<file path="config.mk">
export PLATFORM = sky130hd
export DESIGN_NAME = runway_allocator
export DESIGN_NICKNAME = d
export VERILOG_FILES = /design/src/rtl/atc_pkg.sv /design/src/rtl/runway_slot.sv /design/src/rtl/runway_allocator.sv
export SDC_FILE = /design/constraint.sdc
export NUM_CORES = 1
export LEC_CHECK = 0
export CAP_MARGIN = 5
export CORE_AREA = 4 4 99 101
export CTS_CLUSTER_DIAMETER = 100
export DETAILED_ROUTE_END_ITERATION = 8
export DIE_AREA = 0 0 103 105
export PLACE_DENSITY = 0.68
export SETUP_SLACK_MARGIN = 0.1
export SYNTH_ARGS = -nofsm -noshare
export SYNTH_HDL_FRONTEND = slang
export SYNTH_SLANG_ARGS = --single-unit
</file>
<file path="constraint.sdc">
create_clock -name clock -period 6.2 [get_ports clock]
set_input_delay 1.24 -clock clock [delete_from_list [all_inputs] [get_ports clock]]
set_output_delay 1.24 -clock clock [all_outputs]
set_load 0.005 [all_outputs]
</file>
<file path="src/rtl/atc_pkg.sv">
// Shared types and constants for the runway allocation path and the reply builder.
package atc_pkg;

    localparam int PLANE_ID_W = 4;
    localparam int REC_CNT_W  = 16;

    typedef logic [PLANE_ID_W-1:0] plane_id_t;

    typedef struct packed {
        logic                 active;
        plane_id_t            owner;
        logic [REC_CNT_W-1:0] count;
    } runway_rec_t;

    // Reply opcodes: grant -> CLEAR, release error -> HOLD, timeout -> DIVERT
    localparam logic [2:0] OP_CLEAR  = 3'b011;
    localparam logic [2:0] OP_HOLD   = 3'b100;
    localparam logic [2:0] OP_DIVERT = 3'b110;

    function automatic int unsigned popcount16(input logic [15:0] v);
        int unsigned n;
        n = 0;
        for (int i = 0; i < 16; i++) begin
            n += {31'd0, v[i]};
        end
        return n;
    endfunction

endpackage

</file>
<file path="src/rtl/runway_slot.sv">
// One runway: occupancy flag, owning plane ID and occupancy-age counter.
// Lock and release never target the same slot on one edge; release beats timeout.
module runway_slot
    import atc_pkg::*;
#(
    parameter int ID_WIDTH = PLANE_ID_W,
    parameter int TIMEOUT  = 1024,
    parameter int CW       = 11
) (
    input  logic                clock,
    input  logic                reset,
    input  logic                i_lock,
    input  logic [ID_WIDTH-1:0] i_lock_id,
    input  logic                i_rel_sel,
    input  logic [ID_WIDTH-1:0] i_rel_id,
    output logic                o_active,
    output logic                o_rel_ok,
    output logic                o_expire
);

    localparam logic [CW-1:0] LAST = CW'((TIMEOUT > 0) ? TIMEOUT - 1 : 0);

    typedef struct packed {
        logic                active;
        logic [ID_WIDTH-1:0] owner;
        logic [CW-1:0]       count;
    } slot_rec_t;

    slot_rec_t r_slot;

    assign o_active = r_slot.active;
    assign o_rel_ok = i_rel_sel && r_slot.active && (r_slot.owner == i_rel_id);
    assign o_expire = (TIMEOUT > 0) && r_slot.active && (r_slot.count == LAST) && !o_rel_ok;

    always_ff @(posedge clock) begin
        if (reset) begin
            r_slot <= '0;
        end else if (i_lock) begin
            r_slot.active <= 1'b1;
            r_slot.owner  <= i_lock_id;
            r_slot.count  <= '0;
        end else if (o_rel_ok || o_expire) begin
            r_slot.active <= 1'b0;
            r_slot.count  <= '0;
        end else if (r_slot.active && (TIMEOUT > 0)) begin
            r_slot.count <= r_slot.count + 1'b1;
        end
    end

endmodule

</file>
<file path="src/rtl/runway_allocator.sv">
// Grants the lowest-index eligible free runway, checks releases against owner, auto-releases on timeout.
// Grant/error/timeout pulses one cycle after the edge; req_ready drops while no eligible runway is free.
module runway_allocator
    import atc_pkg::*;
#(
    parameter  int NUM_RUNWAYS       = 4,
    parameter  int ID_WIDTH          = PLANE_ID_W,
    parameter  int TIMEOUT           = 1024,
    parameter  int RESERVE_EMERGENCY = 0,
    localparam int RID_W             = (NUM_RUNWAYS > 1) ? $clog2(NUM_RUNWAYS) : 1
) (
    input  logic                   clock,
    input  logic                   reset,
    input  logic                   req_valid,
    output logic                   req_ready,
    input  logic [ID_WIDTH-1:0]    req_id,
    input  logic                   req_emergency,
    output logic                   grant_valid,
    output logic [RID_W-1:0]       grant_runway,
    output logic [ID_WIDTH-1:0]    grant_id,
    input  logic                   rel_valid,
    input  logic [RID_W-1:0]       rel_runway,
    input  logic [ID_WIDTH-1:0]    rel_id,
    output logic                   rel_error,
    output logic [NUM_RUNWAYS-1:0] timeout_mask,
    output logic [NUM_RUNWAYS-1:0] runway_active,
    output logic [RID_W:0]         busy_count
);

    localparam int CW = (TIMEOUT > 0) ? $clog2(TIMEOUT + 1) : 1;

    logic [NUM_RUNWAYS-1:0] w_active;
    logic [NUM_RUNWAYS-1:0] w_elig;
    logic [NUM_RUNWAYS-1:0] w_lock;
    logic [NUM_RUNWAYS-1:0] w_rel_ok;
    logic [NUM_RUNWAYS-1:0] w_expire;
    logic [NUM_RUNWAYS-1:0] w_next_active;
    logic [RID_W-1:0]       w_pick;
    logic                   w_accept;
    logic                   w_rel_err;

    logic                   r_grant_vld;
    logic [RID_W-1:0]       r_grant_runway;
    logic [ID_WIDTH-1:0]    r_grant_id;
    logic                   r_rel_error;
    logic [NUM_RUNWAYS-1:0] r_timeout_mask;
    logic [RID_W:0]         r_busy;

    genvar g;
    generate
        for (g = 0; g < NUM_RUNWAYS; g++) begin : g_slot
            // Runway 0 may be held back for emergencies only
            assign w_elig[g] = !w_active[g] &&
                               !((RESERVE_EMERGENCY != 0) && (g == 0) && !req_emergency);
            assign w_lock[g] = w_accept && (w_pick == RID_W'(g));

            runway_slot #(
                .ID_WIDTH (ID_WIDTH),
                .TIMEOUT  (TIMEOUT),
                .CW       (CW)
            ) u_slot (
                .clock     (clock),
                .reset     (reset),
                .i_lock    (w_lock[g]),
                .i_lock_id (req_id),
                .i_rel_sel (rel_valid && (rel_runway == RID_W'(g))),
                .i_rel_id  (rel_id),
                .o_active  (w_active[g]),
                .o_rel_ok  (w_rel_ok[g]),
                .o_expire  (w_expire[g])
            );
        end
    endgenerate

    always_comb begin
        w_pick = '0;
        for (int i = NUM_RUNWAYS - 1; i >= 0; i--) begin
            if (w_elig[i]) begin
                w_pick = RID_W'(i);
            end
        end
    end

    assign req_ready     = |w_elig;
    assign w_accept      = req_valid && req_ready;
    // Out-of-range runway index matches no slot and so lands here as an error
    assign w_rel_err     = rel_valid && !(|w_rel_ok);
    assign w_next_active = (w_active | w_lock) & ~(w_rel_ok | w_expire);

    always_ff @(posedge clock) begin
        if (reset) begin
            r_grant_vld    <= 1'b0;
            r_grant_runway <= '0;
            r_grant_id     <= '0;
            r_rel_error    <= 1'b0;
            r_timeout_mask <= '0;
            r_busy         <= '0;
        end else begin
            r_grant_vld    <= w_accept;
            r_rel_error    <= w_rel_err;
            r_timeout_mask <= w_expire;
            r_busy         <= (RID_W + 1)'(popcount16(16'(w_next_active)));
            if (w_accept) begin
                r_grant_runway <= w_pick;
                r_grant_id     <= req_id;
            end
        end
    end

    assign grant_valid   = r_grant_vld;
    assign grant_runway  = r_grant_runway;
    assign grant_id      = r_grant_id;
    assign rel_error     = r_rel_error;
    assign timeout_mask  = r_timeout_mask;
    assign runway_active = w_active;
    assign busy_count    = r_busy;

endmodule

</file>
# After elaboration in Yosys (flattened, before gate mapping)
# Cells that the tools add are included.
# Widths: inputs -> output; s select.
# classes
n_addsub	7
eq_ne	14
mux	12
bitwise	4
n_reduce_logical	51
# ops
operator	n
$add 11x1->11 const B	4
$eq 11x10->1 const B	4
$logic_and 1x1->1	26
$eq 4x4->1	4
$reduce_or 3->1	4
$logic_not 1->1	9
$eq 2x2->1 const B	4
$mux 1	8
$mux 2	4
$or 4x4->4	2
$reduce_bool 2->1	4
$reduce_or 4->1	2
$and 4x4->4	1
$eq 2x1->1 const B	2
$logic_not 2->1	2
$logic_or 1x1->1	4
$not 4->4	1
$add 2x1->3	1
$add 3x1->3	1
$add 1x1->2	1
# totals
ff_bits	79
output_inout_bits	20

# Logic depth before layout (Yosys ltp)
# depth
depth_word	12
depth_mapped	11
mapped_depth_nobuf	10

# By module
# From an unflattened synthesis, not the netlist that was laid out.
# hier_totals
cells_unflattened	373
hier_area_um2	3698.5
# by_module_without_submodules
mod	n_inst	cells_per_inst	area_per_inst_um2	seq_area_each_um2
runway_slot	4	75	752.0	320.3
runway_allocator	1	73	690.7	300.3

# Least setup slack after synthesis
# No wires, ideal clock.
# synth_timing
path_kind	input to register
startpoint	input req_valid
endpoint	register r_busy[1], in the netlist busy_count[1]
setup_ps	129
arrival_time_ps	3211
required_time_ps	6071
path_slack_ps	2860
cell_stages	9
path_cell_list	buf_2 -> clkbuf_1 -> nor2_1 -> or3_1 -> fa_1 -> inv_1 -> ha_1 -> ha_1 -> nor2b_1
# synth_between
elab_chain_len	7
# synth_lines
element	line_no	source
start, declared	runway_allocator.sv:14	input logic req_valid,
$logic_and 1x1->1 (*)	runway_allocator.sv:85	assign w_accept = req_valid && req_ready;
$logic_and 1x1->1	runway_allocator.sv:55	assign w_lock[g] = w_accept && (w_pick == RID_W'(g));
$or 4x4->4 (*)	runway_allocator.sv:88	assign w_next_active = (w_active | w_lock) & ~(w_rel_ok | w_expire);
$and 4x4->4 (*)	runway_allocator.sv:88	
$add 1x1->2	atc_pkg.sv:24	n += {31'd0, v[i]};
$add 2x1->3	atc_pkg.sv:24	
$add 3x1->3 (*)	atc_pkg.sv:24	
end signal, assigned	runway_allocator.sv:102	r_busy <= (RID_W + 1)'(popcount16(16'(w_next_active)));
end, declared	runway_allocator.sv:47	logic [RID_W:0] r_busy;
# Mark *: on every way between the ends. The rest lies on a longest branch, timed or not.
# A chain may end at the register's enable or synchronous reset.

# Worst setup path after layout
# Ends and elaborated chain as after synthesis.

==> reports/results.ini <==
[min_path]
min_path_type = reg -> reg
hold_start = g_slot[1].u_slot.r_slot[10]$_SDFFE_PP0P_
min_path_cells = 2

[global_routing]
grt_usage = 0.143
grt_overflow = 0
antenna_found_initial = 0
grt_pass1_vias = 2622
grt_max_degree = 35
grt_first_pass_wirelength_um = 12300

[cts]
post_cts_buffers = 0
numCtsBuffers = 9
clk-insertion-delay-late_ns = 0.35
cts_sinks = 79
cts_resized = 0
cts_tree = done
hold_buffers = 0
cts_root_buf = clkbuf_8
cts.clk_slew.worst_paths_ns = 0.07
cts_buffer_depth = 2
h-tree-depth = 3

[synth]
yosysWarnings = 0
synth_seq_cells = 79
synth_edf_count = 0
synthCells = 393
yosysSeqAreaShare = 0.448
synthTopCellsByArea = dfxtp_1 (45%), xnor2_1 (8.4%), nor3_1 (5.8%)
synth_nets = 415
syn_area_um2 = 3530
synth_top_cell_by_area = dfxtp_1
synth_top_area_share = 0.448
synth.distinct_cells = 43
postSynthAreaPerCell_um2 = 8.99
synthFlopType = dfxtp_1
ys_async_sr_fraction = 0

[placed_design]
portBuffers = 33
place_ws_ns = 1.91
routabilityCongestion = 0.764
dp_hpwl_um = 5100

[die]
core_um2 = 9020
ios = 35
start_util = 0.392
dieHeight_um = 105
row_count = 35
die_w_um = 103
die_area_um2 = 10800

[routing]
viasPerCell = 5.17
dr.pass1.iters = 4
drc = 0
wl_um = 7080
postRouteAntennaNets = 0
vias = 2719
drt-initial-drc-count = 155
avgRoutedWirePerCell_um = 13.5

[setup_path]
endpoint = busy_count[1]$_SDFF_PP0_
path_cells = clkdlybuf4s50_1, nand2_1, nor3_1, o22ai_1, nand2b_1, fa_1, inv_1, ha_1, ha_1, nor2b_1
cp-start-kind = primary input
crit_start = req_valid
crit_cells = 10
critPathKind = in -> reg
required_ns = 6.42
worst_r2r_endpoint = busy_count[1]$_SDFF_PP0_
crit_path_frequent_cell = ha_1
path_max_fanout = 16
cp-end-kind = flop
slowest_stage = clkdlybuf4s50_1
critPathArrivalTime_ns = 4.15
path_delay_family = adder cells
r2r_cells = 9
crit_buf_inv = 2
slowest_delay_ns = 0.85
r2r_start = g_slot[0].u_slot.o_active$_SDFFE_PP0P_
r2r_slack_ns = 3.26

[sta]
hold_violations = 0
post-route-period-util = 0.634
timing.setup.tns_ns = 0
clock.fmax_ghz = 0.254
worst_pin_slew_ns = 0.776
setup_ws_ns = 2.27
fin_skew_ns = 0.00626
setup_viol = 0
max_slew_margin = 0.479
grt_setup_unrepaired = false
slew_viol_final = 0
finalCriticalPeriod_ns = 3.93

[power]
combPwrFrac = 0.078
p_clk_frac = 0.347
p_total_mw = 0.916
p_switching_mw = 0.215
internal_power_mw = 0.701
swShare = 0.235
pwr-share-seq = 0.575
power_density_nw_per_um2 = 227
ir_drop_mv = 0.0946
p_leak_nw = 1.39

[cells_and_area]
n_antenna_cell = 0
drive_gt1_frac = 0.0554
finalNetCount = 435
seq_area_um2 = 1580
multi_input_area_um2 = 1790
final.fill_count = 878
areaGrowthSynthToFinish_pct = 14.1

[outcome]
status = completed

[flow_run]
drv_cap = 0

[worst min path at each step]
stage	end	slack, ns
5_1_grt	g_slot[1].u_slot.r_slot[10]$_SDFFE_PP0P_	0.48
3_5_place_dp	g_slot[1].u_slot.r_slot[10]$_SDFFE_PP0P_	0.44
6_report	g_slot[1].u_slot.r_slot[10]$_SDFFE_PP0P_	0.45
2_1_floorplan	g_slot[1].u_slot.r_slot[10]$_SDFFE_PP0P_	0.41
4_1_cts	g_slot[1].u_slot.r_slot[10]$_SDFFE_PP0P_	0.45
3_3_place_gp	g_slot[1].u_slot.r_slot[10]$_SDFFE_PP0P_	0.42
[cell usage in the layout, fill, tap and decap left out, types with 12 or more instances in the layout]
master,netlist,layout
a21oi_1,16,16
clkdlybuf4s50_1,0,33
dfxtp_1,79,79
nand2_1,39,39
nand3_1,12,12
nand4_1,18,18
nor2_1,34,34
nor3_1,41,41
xnor2_1,34,34
xor2_1,18,18
[kinds of logic (layout without fill, tap and decap cells)]
kind of cell / count (synthesis) / in the layout / share of synthesized area
and+or+nand+nor: 182 / 182 / 0.267
DFF: 79 / 79 / 0.448
xor gates and xnor gates: 52 / 52 / 0.129
buffers and inverters: 32 / 54 / 0.0457
AOI/OAI and AO/OA: 30 / 30 / 0.0528
muxes: 11 / 11 / 0.0312
adders and majority gates: 7 / 7 / 0.0269
[metrics by stage]
| stage | utilization | hold WS (ns) | area, um^2 | instances |
|---|---|---|---|---|
| finish | 0.447 | 0.446 | 4030 | 526 |
| floorplan | - | 0.408 | 3530 | 393 |
| global route | 0.447 | 0.481 | 4030 | 526 |
| detailed placement | 0.430 | 0.436 | 3870 | 512 |
| global placement | 0.430 | 0.420 | 3870 | 512 |
| CTS | 0.446 | 0.447 | 4030 | 525 |
[layer usage]
layer  routed length (um)  share of wire  global-route usage  vias to the layer above
li1                     -              -                   -                     1397
met1                 3290           0.46               0.193                     1247
met2                 3230           0.46               0.221                       63
met3                  417          0.059              0.0274                       12
met4                  140          0.020              0.0583                        0
met5                    0              0                   0                        -
[power by group through the flow]
| stage | combinational (mW) | clock, mW | sequential, mW |
|---|---|---|---|
| floorplan | 0.0469 | 0 | 0.534 |
| global placement | 0.0700 | 0 | 0.538 |
| detailed placement | 0.0715 | 0 | 0.538 |
| CTS | 0.0719 | 0.327 | 0.527 |
| global route | 0.0797 | 0.345 | 0.528 |
| finish | 0.0713 | 0.318 | 0.527 |
[registers in the layout, summed over array words and instances, names as in the netlist]
signal,count
g_slot.u_slot.r_slot,60
g_slot.u_slot.o_active,4
grant_id,4
timeout_mask,4
busy_count,3
grant_runway,2
grant_valid,1
rel_error,1
[cell type report]
| class | count | area share |
|---|---|---|
| Multi-Input combinational cell | 282 | 0.444 |
| Sequential cell | 79 | 0.392 |
| Timing Repair Buffer | 36 | 0.0869 |
| Clock buffer | 11 | 0.0351 |
| Tap cell | 111 | 0.0345 |
| Inverter | 5 | 0.00466 |
| Clock inverter | 2 | 0.00248 |
[Yosys cell counts (all sizes together) (6+ instances only)]
cell type / n
nand2: 39
nor2: 35
nor3: 41
nor2b: 7
nand3: 12
dfxtp: 79
nand4: 19
mux2i: 11
ha: 6
xnor2: 34
xor2: 18
clkbuf: 11
buf: 16
o21ai: 6
a21oi: 16
[worst min-delay path, stage by stage, from the launching register on]
cell	delay, ns
dfxtp_1	0.31
inv_1	0.06
a311oi_1	0.04
Note: power is estimated with default switching activity, not from simulation.
